<file path="src/rtl/gravity_ctrl_pkg.sv">
// Shared types and default constants for the gravity controller.
// Pure declarations: no latency, no flow control.
package gravity_ctrl_pkg;

    typedef enum logic [1:0] {
        ST_IDLE = 2'd0,
        ST_REQ  = 2'd1,
        ST_LOCK = 2'd2
    } state_e;

    localparam int TOP_W_DEF       = 25;
    localparam int BASE_TOP_DEF    = 12_000_000;
    localparam int STEP_TOP_DEF    = 1_000_000;
    localparam int SOFT_TOP_DEF    = 1_200_000;
    localparam int MAX_LEVEL_DEF   = 9;
    localparam int LOCK_TICKS_DEF  = 2;

    localparam int LEVEL_W         = 4;
    localparam int LINES_W         = 3;
    localparam int LINES_PER_LEVEL = 10;
    localparam int MAX_LINES       = 4;

    // The board never clears more than four rows; larger codes are clamped.
    function automatic logic [LINES_W-1:0] clamp_lines(input logic [LINES_W-1:0] n);
        return (n > LINES_W'(MAX_LINES)) ? LINES_W'(MAX_LINES) : n;
    endfunction

endpackage

</file>
<file path="src/rtl/gravity_ctrl_level_counter.sv">
// Accumulates cleared lines into a level; every ten lines advances one level.
// Level updates one cycle after lines_valid; always accepts, no backpressure.
module gravity_ctrl_level_counter
    import gravity_ctrl_pkg::*;
#(
    parameter int MAX_LEVEL = MAX_LEVEL_DEF
) (
    input  logic               clk_i,
    input  logic               rst_ni,
    input  logic               lines_valid_i,
    input  logic [LINES_W-1:0] lines_cleared_i,
    output logic [LEVEL_W-1:0] level_o
);

    logic [3:0]         line_acc_q, line_acc_d;
    logic [LEVEL_W-1:0] level_q, level_d;
    logic [4:0]         sum;

    always_comb begin
        line_acc_d = line_acc_q;
        level_d    = level_q;
        sum        = {1'b0, line_acc_q} + {2'b00, clamp_lines(lines_cleared_i)};
        if (lines_valid_i) begin
            // Accumulator keeps wrapping at max level so the remainder stays meaningful.
            if (sum >= 5'(LINES_PER_LEVEL)) begin
                line_acc_d = 4'(sum - 5'(LINES_PER_LEVEL));
                if (level_q != LEVEL_W'(MAX_LEVEL)) begin
                    level_d = level_q + 1'b1;
                end
            end else begin
                line_acc_d = sum[3:0];
            end
        end
    end

    always_ff @(posedge clk_i or negedge rst_ni) begin
        if (!rst_ni) begin
            line_acc_q <= '0;
            level_q    <= '0;
        end else begin
            line_acc_q <= line_acc_d;
            level_q    <= level_d;
        end
    end

    assign level_o = level_q;

endmodule

</file>
<file path="src/rtl/gravity_ctrl.sv">
// Turns gravity ticks into move-down requests, counts lock delay and sets timer period.
// move_req rises 1 cycle after tick, held until ack; lock_pulse 2 cycles after final blocked ack.
module gravity_ctrl
    import gravity_ctrl_pkg::*;
#(
    parameter int TOP_W      = TOP_W_DEF,
    parameter int BASE_TOP   = BASE_TOP_DEF,
    parameter int STEP_TOP   = STEP_TOP_DEF,
    parameter int SOFT_TOP   = SOFT_TOP_DEF,
    parameter int MAX_LEVEL  = MAX_LEVEL_DEF,
    parameter int LOCK_TICKS = LOCK_TICKS_DEF
) (
    input  logic               clk_i,
    input  logic               rst_ni,
    input  logic               game_active_i,
    input  logic               tick_i,
    input  logic               soft_drop_i,
    output logic               move_req_o,
    input  logic               move_ack_i,
    input  logic               move_ok_i,
    output logic               lock_pulse_o,
    input  logic               lines_valid_i,
    input  logic [LINES_W-1:0] lines_cleared_i,
    output logic [LEVEL_W-1:0] level_o,
    output logic [TOP_W-1:0]   top_o,
    output logic               tick_overrun_o
);

    localparam int CNT_W = (LOCK_TICKS > 1) ? $clog2(LOCK_TICKS) : 1;
    localparam logic [CNT_W-1:0] LOCK_LAST = CNT_W'(LOCK_TICKS - 1);

    state_e             state_q, state_d;
    logic [CNT_W-1:0]   lock_cnt_q, lock_cnt_d;
    logic               lock_pulse_q, lock_pulse_d;
    logic               overrun_q, overrun_d;
    logic [TOP_W-1:0]   top_q, top_d;
    logic [LEVEL_W-1:0] level;

    gravity_ctrl_level_counter #(
        .MAX_LEVEL (MAX_LEVEL)
    ) u_level_counter (
        .clk_i           (clk_i),
        .rst_ni          (rst_ni),
        .lines_valid_i   (lines_valid_i),
        .lines_cleared_i (lines_cleared_i),
        .level_o         (level)
    );

    always_ff @(posedge clk_i or negedge rst_ni) begin
        if (!rst_ni) begin
            state_q      <= ST_IDLE;
            lock_cnt_q   <= '0;
            lock_pulse_q <= 1'b0;
            overrun_q    <= 1'b0;
            top_q        <= TOP_W'(BASE_TOP);
        end else begin
            state_q      <= state_d;
            lock_cnt_q   <= lock_cnt_d;
            lock_pulse_q <= lock_pulse_d;
            overrun_q    <= overrun_d;
            top_q        <= top_d;
        end
    end

    always_comb begin
        state_d    = state_q;
        lock_cnt_d = lock_cnt_q;
        if (!game_active_i) begin
            // Abandon any outstanding request; a stray ack later lands in IDLE and is ignored.
            state_d    = ST_IDLE;
            lock_cnt_d = '0;
        end else begin
            case (state_q)
                ST_IDLE: if (tick_i) state_d = ST_REQ;
                ST_REQ: begin
                    if (move_ack_i) begin
                        state_d = ST_IDLE;
                        if (move_ok_i) begin
                            lock_cnt_d = '0;
                        end else if (lock_cnt_q == LOCK_LAST) begin
                            lock_cnt_d = '0;
                            state_d    = ST_LOCK;
                        end else begin
                            lock_cnt_d = lock_cnt_q + 1'b1;
                        end
                    end
                end
                ST_LOCK: state_d = ST_IDLE;
                default: state_d = ST_IDLE;
            endcase
        end
    end

    always_comb begin
        move_req_o   = (state_q == ST_REQ) && game_active_i;
        lock_pulse_d = (state_q == ST_LOCK) && game_active_i;
        overrun_d    = overrun_q || (tick_i && (state_q != ST_IDLE));
        top_d        = soft_drop_i ? TOP_W'(SOFT_TOP)
                                   : TOP_W'(BASE_TOP) - TOP_W'(level) * TOP_W'(STEP_TOP);
    end

    assign lock_pulse_o   = lock_pulse_q;
    assign tick_overrun_o = overrun_q;
    assign level_o        = level;
    assign top_o          = top_q;

endmodule
</file>
<file path="config.mk">
export PLATFORM = sky130hd
export DESIGN_NAME = gravity_ctrl
export DESIGN_NICKNAME = d
export VERILOG_FILES = /design/src/rtl/gravity_ctrl_pkg.sv /design/src/rtl/gravity_ctrl_level_counter.sv /design/src/rtl/gravity_ctrl.sv
export SDC_FILE = /design/constraint.sdc
export NUM_CORES = 1
export LEC_CHECK = 0
export CAP_MARGIN = 10
export CELL_PAD_IN_SITES_DETAIL_PLACEMENT = 0
export CELL_PAD_IN_SITES_GLOBAL_PLACEMENT = 1
export CORE_MARGIN = 2
export CORE_UTILIZATION = 38
export CTS_BUF_LIST = sky130_fd_sc_hd__clkbuf_4
export DETAILED_ROUTE_END_ITERATION = 8
export PLACE_DENSITY_LB_ADDON = 0.2
export SKIP_CTS_REPAIR_TIMING = 1
export SYNTH_ARGS = -nofsm -noshare
export SYNTH_HDL_FRONTEND = slang
export SYNTH_SLANG_ARGS = --single-unit
</file>
<file path="constraint.sdc">
create_clock -name clk_i -period 3.2 [get_ports clk_i]
set_clock_uncertainty 0.05 [all_clocks]
set_input_delay 0.64 -clock clk_i [delete_from_list [all_inputs] [get_ports clk_i]]
set_output_delay 0.64 -clock clk_i [all_outputs]
set_load 0.01 [all_outputs]
</file>
-- After elaboration in Yosys (flattened, before gate mapping)
Cells that the tools add are included.
- register bits: 38
- latch bits: 0
- memory bits (writable): 0
- memory bits (read-only): 0
- input bits: 11
- output and inout port bits: 32
- logic and storage cells: 45
- memories kept: 0
- add/sub/neg operators: 5
- $mul: 1
- divide/modulo/power cells: 0
- magnitude comparators: 2
- equality and inequality tests: 7
- shift operators: 0
- muxes and demuxes: 14
- bitwise logic cells: 0
- reduce and logical (&&, ||, !) cells: 9
- operator list (kind ; count):
    25-bit two-way mux ; 1
    24-bit by 24-bit subtractor with 25-bit output, first input constant ; 1
    4-bit by 14-bit multiplier with 18-bit output, second input constant ; 1
    2-bit two-way mux ; 5
    3-bit != test, second input constant ; 2
    4-bit by 3-bit adder with 5-bit output ; 1
    5-bit by 4-bit greater-or-equal comparator with 1-bit output, second input constant ; 1
    1-bit two-way mux ; 5
    4-bit by 1-bit adder with 4-bit output, second input constant ; 1
    4-bit two-way mux ; 1
    2-bit by 1-bit != test with 1-bit output, second input constant ; 2
    4-bit != test, second input constant ; 1
    2-bit case mux with 2 select lines ; 1
    2-bit AND reduction ; 2
    4-bit subtractor, second input constant ; 1
    3-bit greater-than comparator, second input constant ; 1
    1-bit logical AND ; 3
    3-bit two-way mux ; 1
    3-bit AND reduction ; 1
    2-bit by 1-bit equality test with 1-bit output, second input constant ; 1
    2-bit equality test, second input constant ; 1
    2-bit logical NOT ; 1
    2-bit nonzero test ; 1
    1-bit adder, second input constant ; 1
    1-bit logical OR ; 1

-- Depth between registers and ports, before layout
- depth after elaboration: 6
- gate-level depth with buffers: 13
- mapped depth without buffers: 12

-- By module
A second synthesis with hierarchy kept.
- cells, all modules: 224
- area total of the unflattened synthesis: 2306.0 um^2
- modules (own cells, without submodules) (module ; times used ; cells an instance ; area an instance (um^2) ; seq. area each (um^2)):
    gravity_ctrl ; 1 ; 169 ; 1749.2 ; 613.1
    gravity_ctrl_level_counter ; 1 ; 55 ; 556.8 ; 200.2

-- Least setup slack after synthesis
Ideal clock, no wire load.
- kind: register to register
- start point: register u_level_counter.level_q[1] (netlist: u_level_counter.level_o[1])
- end point: register top_q[24] (netlist: top_o[24])
- library setup time: 0.146 ns
- arrival time: 3.149 ns
- required time: 3.004 ns
- slack: -0.145 ns
- cell stages (with the launch flop): 14
- buffers on the path: 1
- clock period less this slack: 3.345 ns
- path through: dfrtp_1 > buf_6 > inv_1 > ha_1 > inv_1 > fa_1 > inv_1 > fa_1 > nand2b_1 > a21oi_1 > xor2_1 > nand2_1 > nor4_1 > a311oi_1
- word-level cells in the longest chain between the ends: 3
- ends and longest elaborated chain (item ; RTL line ; source):
    start, declared ; gravity_ctrl_level_counter.sv:16 ; logic [LEVEL_W-1:0] level_q, level_d;
    start signal, assigned ; gravity_ctrl_level_counter.sv:42 ; level_q <= level_d;
    4-bit by 14-bit multiplier with 18-bit output ; gravity_ctrl.sv:99 ; : TOP_W'(BASE_TOP) - TOP_W'(level) * TOP_W'(STEP_TOP);
    24-bit by 24-bit subtractor with 25-bit output ; gravity_ctrl.sv:99 ;
    25-bit two-way mux ; gravity_ctrl.sv:98 ; top_d = soft_drop_i ? TOP_W'(SOFT_TOP)
    named net top_d[24] ; gravity_ctrl.sv:36 ; logic [TOP_W-1:0] top_q, top_d;
    end signal, assigned ; gravity_ctrl.sv:55 ; top_q <= TOP_W'(BASE_TOP);
    end signal, assigned ; gravity_ctrl.sv:61 ; top_q <= top_d;
    end, declared ; gravity_ctrl.sv:36 ;
The timed path passes the listed nets, and every way through them passes these cells.
A chain may end at the register's enable or synchronous reset.

-- Worst setup path after layout
- start point: register u_level_counter.level_q[1] (netlist: u_level_counter.level_o[1])
- end point: register top_q[22] (netlist: top_o[22])
Same word-level chain as after synthesis.

==> metrics.cfg <==
[run_status]
status = complete, no violations

[yosys]
synth_edf_count = 0
synth_most_common_cell = ha_1
syn_area_per_cell_sq_um = 10.4
synth.ff_latch_count = 32
synth_top_area_share_pct = 23.6
syn_inst = 225
ys_types = 53
ys.flop_type = dfrtp_1
synthTopCellsByArea = dfrtp_1 (24%), ha_1 (14%), dfstp_2 (11%), xnor2_1 (6.8%), fa_1 (5.2%)
synth_area_sq_um = 2330
ys_top_cells_by_count = ha_1 (26), dfrtp_1 (22), nand2_1 (20)
yosysSeqAreaShare_pct = 34.9
postSynth.asyncResetShare_pct = 100
yosys.area.top_type = dfrtp_1
yosys_warnings = 0

[routing]
wl_per_cell_um = 13.1
dr.first_iter.drc_count = 35
routed_wl_um = 4710
post_drt_via_cell_ratio = 4.78
ant_nets = 0
vias = 1720
dr.pass1.iters = 4
drc_errors = 0

[sta]
hold_violations = 0
period_minus_slack_ns = 3.02
final.period_utilization_pct = 94.2
fmax_mhz = 332
finalSetupViolCount = 0
hold-worst-slack_ns = 0.435
drv_slew = 0

[grt]
grt_pass1_wl_um = 7980
first_global_vias = 1739
grt_antenna_before_repair = 0
grt_max_degree = 33
grt_overflow_total = 0
grt_usage_pct = 15.7

[clocking]
path_clk_slew_ns = 0.10
clockRootBuffer = clkbuf_4
clkLatencyLatePin_ns = 0.33
htreeDepth = 2
clock_sinks = 32
cts_buffer_depth = 2
tritoncts = yes
numCtsBuffers = 5

[layout]
syn2layout_area_growth_pct = 28.6
antenna_cells = 0
seqCellArea_sq_um = 816
multi_input_area_sq_um = 1450
fillers = 551
drive_above_1_share_pct = 24.2
final_core_util_pct = 50.7
finalNetCount = 327

[critical_path]
cp.required_ns = 3.38
critical_path.max_fanout = 6
endpoint_kind = flop
reg2reg_from = u_level_counter.level_o[1]
crit_path_start = u_level_counter.level_o[1]
start_kind = flop
worstSetupPathType = flop to flop
critPathArrivalTime_ns = 3.20

[placed_design]
dp_hpwl_um = 3720
gp_congestion = 0.802
port_buffers = 36

[hold_path]
hold_class = flop to flop
holdCritStartpoint = state_q[0]

[floorplan]
pin_count = 43
core_area_sq_um = 5920
die_w_um = 82.3
die_h_um = 82.3
initial_core_util_pct = 39.4
die-area_sq_um = 6780
row_count = 28

[job]
drv_cap = 0

## cell type report
class	instances	area share (%)
inverter	15	1.88
clock buffer	7	1.75
timing repair buffer	58	17.6
sequential	32	27.2
clock inverter	1	0.167
tap	75	3.13
multi-input combinational	172	48.2
## layout by cell type (no fill, tap or decap), types with 2 or more instances in the layout
master           count
clkdlybuf4s50_1     36
ha_1                25
buf_4               21
nand2_1             20
dfrtp_1             20
xnor2_1             18
inv_1               15
nor2_1              15
dfstp_2             10
a21oi_1              7
clkbuf_4             7
conb_1               6
o21ai_0              5
nand3_1              5
fa_1                 5
nor2b_1              4
nand2b_1             4
nand4_1              4
or3_1                4
xor2_1               4
a21o_1               3
a311oi_2             3
nand2b_4             2
a21oi_2              2
nand3b_1             2
mux2i_1              2
o41ai_2              2
or2_2                2
mux2_2               2
dfrtp_2              2
## routing by layer
layer,vias up,share of wire [%],track usage (%),routed length [um]
met1,802,47,19.9,2210
met5,-,0,0,0
met3,7,4.1,3.59,194
met4,0,1.8,5.50,86
li1,880,-,-,-
met2,31,47,26.1,2220
## cell families after synthesis
family,share of synthesized area (%)
AND/OR/NAND/NOR,15.1
AO/OA/AOI/OAI,12.6
adder cells (fa/ha/maj),19.1
flip-flops,34.9
buffers and inverters,5.85
XOR/XNOR,8.96
multiplexers,3.43
other,0.161
## worst max-delay path, stage by stage, from the launching register on
cell      delay [ns]
dfrtp_2         0.45
buf_6           0.15
ha_1            0.21
fa_1            0.54
inv_1           0.07
fa_2            0.39
nand2b_4        0.15
a21oi_2         0.15
xor2_1          0.21
buf_4           0.14
buf_4           0.10
nand3_1         0.08
xnor2_1         0.18
nor2_1          0.05
## sequential cells by signal, summed over array words and instances (netlist names)
| signal | flops |
|---|---|
| top_o | 19 |
| lock_cnt_q | 1 |
| u_level_counter.line_acc_q | 4 |
| u_level_counter.level_o | 4 |
| state_q | 2 |
| lock_pulse_o | 1 |
| tick_overrun_o | 1 |
## through the flow
stage          cells  setup TNS (ns)  worst slack, ns  cell area [sq um]
2_1_floorplan    230               0           0.0478               2360
3_3_place_gp     351         -0.0172          -0.0172               2890
3_5_place_dp     351         -0.0618          -0.0514               2890
4_1_cts          359         -0.0158          -0.0158               2950
5_1_grt          360         -0.0180          -0.0180               3000
6_report         360               0            0.184               3000
## path summary, 6_finish.rpt
path	end	slack [ns]	cells past startpoint
max	top_o[22]	0.18	13
min	lock_pulse_o	0.43	1
max reg2reg	top_o[22]	0.18	13
min reg2reg	lock_pulse_o	0.43	1
max in group asynchronous	top_o[9]	2.12	2
min in group asynchronous	top_o[19]	0.65	2
Power is left out: the tool's default activity adds up to more than one toggle a clock period on the data nets, which glitch-free logic cannot reach.
